**config.mk**
```make
export PLATFORM = sky130hd
export DESIGN_NAME = image_feed_ctrl
export DESIGN_NICKNAME = d
export VERILOG_FILES = /design/src/rtl/image_feed_ctrl.sv
export SDC_FILE = /design/constraint.sdc
export NUM_CORES = 1
export LEC_CHECK = 0
export CORE_MARGIN = 8
export CORE_UTILIZATION = 64
export CTS_BUF_LIST = sky130_fd_sc_hd__clkbuf_8 sky130_fd_sc_hd__clkbuf_16
export DETAILED_ROUTE_END_ITERATION = 16
export DONT_BUFFER_PORTS = 1
export GPL_ROUTABILITY_DRIVEN = 0
export PLACE_DENSITY = 0.92
export SKIP_CTS_REPAIR_TIMING = 1
export SLEW_MARGIN = 20
export SYNTH_ARGS = -nofsm -noshare
export SYNTH_HDL_FRONTEND = slang
export SYNTH_SLANG_ARGS = --single-unit
```
**constraint.sdc**
```tcl
create_clock -name i_clk -period 4.9 [get_ports i_clk]
set_clock_uncertainty 0.15 [all_clocks]
set_input_delay 1.225 -clock i_clk [delete_from_list [all_inputs] [get_ports i_clk]]
set_output_delay 1.225 -clock i_clk [all_outputs]
set_load 0.05 [all_outputs]
```
**src/rtl/image_feed_ctrl.sv**
```systemverilog
// Credit-based pixel feeder for a KxK window generator: streams one frame of
// IMG_H lines, throttled by free downstream line buffers, and tags windows.
module image_feed_ctrl #(
  parameter int IMG_W = 32,
  parameter int IMG_H = 32,
  parameter int K     = 5,
  parameter int NBUF  = 6
) (
  input  logic       i_clk,
  input  logic       i_rst,
  input  logic       i_start,
  input  logic [7:0] i_s_data,
  input  logic       i_s_valid,
  output logic       o_s_ready,
  output logic [7:0] o_pixel_data,
  output logic       o_pixel_data_valid,
  input  logic       i_intr,
  input  logic       i_win_valid,
  output logic [5:0] o_win_col,
  output logic [4:0] o_win_row,
  output logic       o_win_keep,
  output logic       o_busy,
  output logic       o_done,
  output logic       o_err
);

  localparam int CW = (IMG_W > 1) ? $clog2(IMG_W) : 1;
  localparam int LW = $clog2(IMG_H + 1);
  localparam int BW = $clog2(NBUF + 1);

  localparam logic [CW-1:0] COL_LAST    = CW'(IMG_W - 1);
  localparam logic [LW-1:0] LINE_LAST   = LW'(IMG_H - 1);
  localparam logic [LW-1:0] ROWS_TARGET = LW'(IMG_H - K + 1);
  localparam logic [BW-1:0] CRED_MAX    = BW'(NBUF);
  localparam logic [5:0]    WCOL_LAST   = 6'(IMG_W - 1);
  localparam logic [5:0]    KEEP_MAX    = 6'(IMG_W - K);

  typedef enum logic [1:0] {IDLE, STREAM, DRAIN, DONE} state_t;

  state_t        state, state_next;
  logic [CW-1:0] pix_col;
  logic [LW-1:0] lines_in;
  logic [LW-1:0] rows_out;
  logic [LW-1:0] rows_inc;
  logic [BW-1:0] credits;
  logic          frame_start;
  logic          xfer;
  logic          line_done;
  logic          intr_act;
  logic          overflow;

  always_comb begin
    frame_start = (state == IDLE) && i_start;
    o_s_ready   = (state == STREAM) && (credits != '0);
    xfer        = i_s_valid && o_s_ready;
    line_done   = xfer && (pix_col == COL_LAST);
    intr_act    = i_intr && ((state == STREAM) || (state == DRAIN));
    overflow    = intr_act && !line_done && (credits == CRED_MAX);
    rows_inc    = rows_out + LW'(1);
    // Keep is forced low while reset is held, since i_win_valid is external.
    o_win_keep  = i_win_valid && !i_rst && (o_win_col <= KEEP_MAX);
  end

  always_ff @(posedge i_clk or posedge i_rst) begin
    if (i_rst) begin
      state <= IDLE;
    end else begin
      state <= state_next;
    end
  end

  always_comb begin
    state_next = state;
    o_busy     = 1'b0;
    o_done     = 1'b0;
    case (state)
      IDLE: begin
        if (frame_start) state_next = STREAM;
      end
      STREAM: begin
        o_busy = 1'b1;
        if (line_done && (lines_in == LINE_LAST)) state_next = DRAIN;
      end
      DRAIN: begin
        o_busy = 1'b1;
        if ((intr_act ? rows_inc : rows_out) >= ROWS_TARGET) state_next = DONE;
      end
      DONE: begin
        o_done     = 1'b1;
        state_next = IDLE;
      end
      default: state_next = IDLE;
    endcase
  end

  always_ff @(posedge i_clk or posedge i_rst) begin
    if (i_rst) begin
      pix_col            <= '0;
      lines_in           <= '0;
      rows_out           <= '0;
      credits            <= CRED_MAX;
      o_err              <= 1'b0;
      o_pixel_data       <= '0;
      o_pixel_data_valid <= 1'b0;
      o_win_col          <= '0;
      o_win_row          <= '0;
    end else begin
      o_pixel_data_valid <= xfer;
      if (xfer) o_pixel_data <= i_s_data;
      if (overflow) o_err <= 1'b1;

      if (frame_start) begin
        pix_col   <= '0;
        lines_in  <= '0;
        rows_out  <= '0;
        credits   <= CRED_MAX;
        o_win_col <= '0;
        o_win_row <= '0;
      end else begin
        if (xfer) begin
          pix_col <= line_done ? '0 : pix_col + CW'(1);
          if (line_done) lines_in <= lines_in + LW'(1);
        end
        if (intr_act) rows_out <= rows_inc;
        // A freed line and a consumed line in the same cycle cancel out.
        case ({intr_act, line_done})
          2'b10:   if (credits != CRED_MAX) credits <= credits + BW'(1);
          2'b01:   credits <= credits - BW'(1);
          default: credits <= credits;
        endcase
        if (i_win_valid) begin
          if (o_win_col == WCOL_LAST) begin
            o_win_col <= '0;
            o_win_row <= o_win_row + 5'd1;
          end else begin
            o_win_col <= o_win_col + 6'd1;
          end
        end
      end
    end
  end

endmodule

```
==> impl_metrics.ini, run 1 <==
[min_path]
worstHoldPathCells = 2
hp-class = reg2reg

[placed_design]
portBuffers = 0
dp_slack_ps = 1577
hpwl_microns = 2928

[synth]
synthArstFlopShare = 1.000
synth_compound_gate_area_share = 0.08357
synth_top_family_by_area = simple AND/OR/NAND/NOR gates
yosysMostFrequentCell = dfrtp_1
synth-xor-area-share = 0.07666
synth_edf_count = 0
synth_simple_gate_area_share = 0.2098
synth_top_cell_by_area = dfrtp_1
yosysTopAreaCellShare = 0.4726
seq_area_frac_synth = 0.4968
synthTopCellsByCount = dfrtp_1 (41), nand2_1 (39), nor2_1 (27), xor2_1 (13)
synth_area_sq_mm = 0.002171
synth.area.top_cells = dfrtp_1 (47%), nand2_1 (6.7%), ha_1 (6.3%), xor2_1 (5.2%), nor2_1 (4.7%)
synth-seq-cells = 43
ys.flop_type = dfrtp_1
synth.area.mux_share = 0.02363
yosysWarningCount = 0
synthAdderAreaFrac = 0.07262
synth_cell_types = 43
synthCells = 222
synth_nets = 248
syn_area_per_cell_sq_um = 9.779

[pwr]
p_comb_frac = 0.314
vdd_drop_max_uv = 297.6
seqPwrFrac = 0.509
p_leak_nw = 1.120
p_int_mw = 0.7201
pwr-share-clk = 0.177
swShare = 0.4682
power.net_switching_mw = 0.6340
powerDensity_mw_per_mm2 = 585.0

[timing]
finalWorstSetupSlack_ps = 1462
finalCriticalPeriod_ps = 3438
slew-limit-headroom = 0.5466
rsz0062_at_grt = no
fmax_mhz = 290.8
setup_viol = 0
tns_ps = 0
worstMarginPinSlew_ps = 674.9
fin_crit_sh = 0.7017
hold_viol_final = 0
maxSlewViolCount = 0

[layout]
utilization = 0.6992
nFillCells = 250
syn_to_final_growth_pct = 6.628
fin_nets = 249
diodes = 0
drive_gt1_frac = 0.08482

[drt]
first_pass_iters = 4
ant_nets = 0
post_drt_wl_per_cell_microns = 15.08
drt_iter0_drc = 82
totalWireLength_microns = 4072
drc = 0
vias_per_cell = 5.652
via_count = 1526

[global_route]
grt_util_met3 = 0.04717
antenna_found_initial = 0
met2_usage = 0.2676
grt_pass1_vias = 1558
grt_pass1_wl_microns = 7072
top_usage_layer = met2
overflow = 0
grt.total_usage = 0.1629
met1_usage = 0.1967
grt_max_degree = 44

[clock_tree]
h-tree-depth = 2
clkLatencyLatePin_ps = 290
clkTransAtPathRegs_ps = 80
cts.path.max_buffers = 2
numCtsBuffers = 5
cts.sinks = 43
cts_tree = built
clockRootBuffer = clkbuf_8

[setup_path]
worstPathArrival_ps = 3520
crit_type = reg2reg
worst-endpoint-required_ps = 4980
critPathLaunchType = flop
path_max_fanout = 16
rr_worst_depth = 12
end_kind = flop

[floorplan]
die_x_microns = 74.24
start_util = 0.6557
die_h_microns = 74.24
io_pins = 39
coreArea_sq_mm = 0.003311
rows = 21
fp.dieArea_sq_mm = 0.005512

[job]
drv_cap = 0

[status]
status = finished clean
==> cell type report <==
type                    instances  area, sq um  area share
clock inverters                 1        3.754    0.001622
repair buffers                  3        22.52    0.009730
inverters                      10        37.54     0.01622
multi-input cells             160         1018      0.4400
flip-flops and latches         43         1079      0.4659
clock buffers                   7        96.34     0.04162
well taps                      46        57.56     0.02486
==> placed cells by master, fill, tap and decap left out, drive strengths merged, types with 2 or more instances in the layout <==
cell type	n
nand2	40
dfstp	2
o21ai	4
xnor2	6
nor4b	2
clkbuf	7
buf	3
mux2i	4
nor3	3
nand4	11
a31oi	2
a21oi	11
ha	11
a211oi	2
nor2	27
inv	10
nand3	3
and3	2
dfrtp	41
and2	3
xor2	13
==> sequential cells by signal, summed over array words and instances (netlist names) <==
register	count
o_pixel_data	8
lines_in	6
o_win_col	6
rows_out	6
o_win_row	5
pix_col	5
credits	3
state	2
o_err	1
o_pixel_data_valid	1
==> per-layer routing <==
metal  vias to the layer above  wire length, microns
li1                        748                     -
met1                       734                  1758
met2                        39                  1995
met3                         5                   270
met4                         0                    48
met5                         -                     0
==> stage by stage <==
stage / instances / cell area [sq um] / total power, mW / hold WS, ps
after CTS: 270 / 2315 / 1.366 / 386.9
after detailed placement: 262 / 2215 / 1.125 / 376.4
after floorplan: 222 / 2171 / 1.033 / 348.0
after global placement: 262 / 2215 / 1.097 / 363.0
after global routing: 270 / 2315 / 1.432 / 426.2
final: 270 / 2315 / 1.354 / 382.0
==> power groups by stage <==
stage | Sequential, mW | Clock [mW] | Combinational [mW]
6_report | 0.689 | 0.240 | 0.425
5_1_grt | 0.705 | 0.256 | 0.471
4_1_cts | 0.690 | 0.246 | 0.429
3_5_place_dp | 0.697 | 0 | 0.428
3_3_place_gp | 0.691 | 0 | 0.406
2_1_floorplan | 0.666 | 0 | 0.367
==> logic make-up (layout without fill, tap and decap cells) <==
logic type                 count (synthesis)  after routing
and+or+nand+nor                           97             97
DFF                                       43             43
AOI/OAI and AO/OA                         27             27
xor gates and xnor gates                  19             19
buffers and inverters                     19             21
adders and majority gates                 12             12
muxes                                      5              5
==> worst max-delay path: stages, from the launching register on <==
cell,delay [ps]
dfrtp_1,420
inv_1,110
ha_1,190
o31a_1,550
nand2_4,230
inv_2,250
and2_4,260
nand2_1,90
fa_1,420
a2111oi_0,370
a31oi_1,100
xor2_1,160
nand2b_1,80
==> final timing paths <==
check / startpoint / endpoint / slack [ps]
worst max-delay path: state[1] / credits[2] / 1460
worst min-delay path: pix_col[4] / pix_col[4] / 380
worst max register to register: state[1] / credits[2] / 1460
worst min register to register: pix_col[4] / pix_col[4] / 380
max in group asynchronous: i_rst / credits[2] / 3450
min in group asynchronous: i_rst / o_win_col[0] / 780
Note: power is estimated with default switching activity, not from simulation.
==> run 2, diff against run 1 <==
Settings changed: CORE_UTILIZATION 64 to 62, PLACE_DENSITY 0.92 to 0.9.
Clock period 4.9 ns to 3.3 ns, I/O delays scaled along.
==> impl_metrics.ini, run 2 (synthesized netlist as in run 1, its figures left out) <==
[floorplan]
rows = 21
die_h_microns = 75.17
fp.dieArea_sq_mm = 0.005651
coreArea_sq_mm = 0.003363
die_x_microns = 75.17
io_pins = 39
start_util = 0.6455

[timing]
fmax_mhz = 341.4
setup_viol = 0
rsz0062_at_grt = no
tns_ps = 0
slew-limit-headroom = 0.4969
finalCriticalPeriod_ps = 2929
hold_viol_final = 0
worstMarginPinSlew_ps = 748.8
fin_crit_sh = 0.8877
finalWorstSetupSlack_ps = 370.7
timing.hold.ws_ps = 388.4
maxSlewViolCount = 0

[global_route]
grt_max_degree = 44
grt_pass1_wl_microns = 7527
grt_pass1_vias = 1590
antenna_found_initial = 0
overflow = 0
grt.total_usage = 0.1784

[status]
status = finished clean

[drt]
first_pass_iters = 4
post_drt_wl_per_cell_microns = 16.19
via_count = 1558
totalWireLength_microns = 4453
drt_iter0_drc = 106
vias_per_cell = 5.665
ant_nets = 0
drc = 0

[clock_tree]
numCtsBuffers = 5
cts.path.max_buffers = 2
clockRootBuffer = clkbuf_8
clkTransAtPathRegs_ps = 80
cts.sinks = 43
h-tree-depth = 2
clkLatencyLatePin_ps = 290
cts_tree = built

[pwr]
power.total_mw = 2.129
power.net_switching_mw = 0.9620
p_comb_frac = 0.360
p_int_mw = 1.167
vdd_drop_max_uv = 759.3
seqPwrFrac = 0.443
powerDensity_mw_per_mm2 = 898.0
swShare = 0.4518
pwr-share-clk = 0.197
p_leak_nw = 1.154

[placed_design]
portBuffers = 0
dpl_cell_area_sq_mm = 0.002252
place_inst = 267
dp_slack_ps = 343.3
hpwl_microns = 3055

[layout]
diodes = 0
utilization = 0.7050
largest_reg_flops = 8
final_common_cell = dfrtp_1
syn_to_final_growth_pct = 9.222
fin_nets = 254
largest_register = o_pixel_data
drive_gt1_frac = 0.1092
fin_area_sq_mm = 0.002371
fin_cells = 275
final_cell_mix = dfrtp_1 (41), nand2_1 (39), nor2_1 (27), xor2_1 (13)

[min_path]
hp-class = reg2reg
min_from = lines_in[5]

[setup_path]
rrSetupSlack_ps = 370
crit_type = reg2reg
critPathLaunchType = flop
path_max_fanout = 16
end_kind = flop
crit_slowest_cell = dfrtp_1
critPathLaunch = state[1]
path_cells = inv_1 > ha_1 > o31a_1 > nand2_4 > inv_2 > and2_4 > nand2_1 > fa_1 > a2111oi_1 > a31oi_1 > xor2_1 > nand2b_1
worst-endpoint-required_ps = 3390
r2r-start = state[1]
worstPathArrival_ps = 3020
cpPeakStageDelay_ps = 410

[job]
drv_cap = 0
-- run 2: changes by cell type in the layout (fill, tap and decap cells not counted), sizes merged --
cell and change:
bufinv +1, clkbuf -1, buf +5
-- run 2: worst max-delay path, delay by kind of cell (launching register included) --
family                     cells  cell delay, ps
xor gates and xnor gates       1             160
and+or+nand+nor                4             560
buffers and inverters          2             340
AOI/OAI and AO/OA              3             660
adders and majority gates      2             590
DFF                            1             410
-- run 2: power by group through the flow --
stage / Clock, mW / Sequential (mW) / Combinational [mW]
5_1_grt: 0.452 / 0.961 / 0.853
4_1_cts: 0.428 / 0.945 / 0.769
3_3_place_gp: 0 / 0.948 / 0.729
2_1_floorplan: 0 / 0.989 / 0.546
6_report: 0.419 / 0.944 / 0.766
3_5_place_dp: 0 / 0.954 / 0.761
-- run 2: path summary, 6_finish.rpt --
check                      depth (start not counted)      endpoint
max                                               12    credits[2]
min                                                2   lines_in[5]
max in group asynchronous                          2    credits[1]
min reg2reg                                        2   lines_in[5]
min in group asynchronous                          2  o_win_row[1]
max reg2reg                                       12    credits[2]
-- run 2: per-layer routing --
layer,wire [microns],global-route usage,vias to the layer above
met5,0,0,-
met4,51,0.07676,0
met3,308,0.06791,4
met2,2301,0.2937,43
met1,1791,0.2016,751
li1,-,-,760
-- run 2: final cells by class --
cell class,count,area [sq um]
Clock inverter,2,35.03
Multi-Input combinational cell,160,1020
Clock buffer,6,82.58
Timing Repair Buffer,8,60.06
Fill cell,261,992.2
Inverter,10,37.54
Tap cell,46,57.56
Sequential cell,43,1079
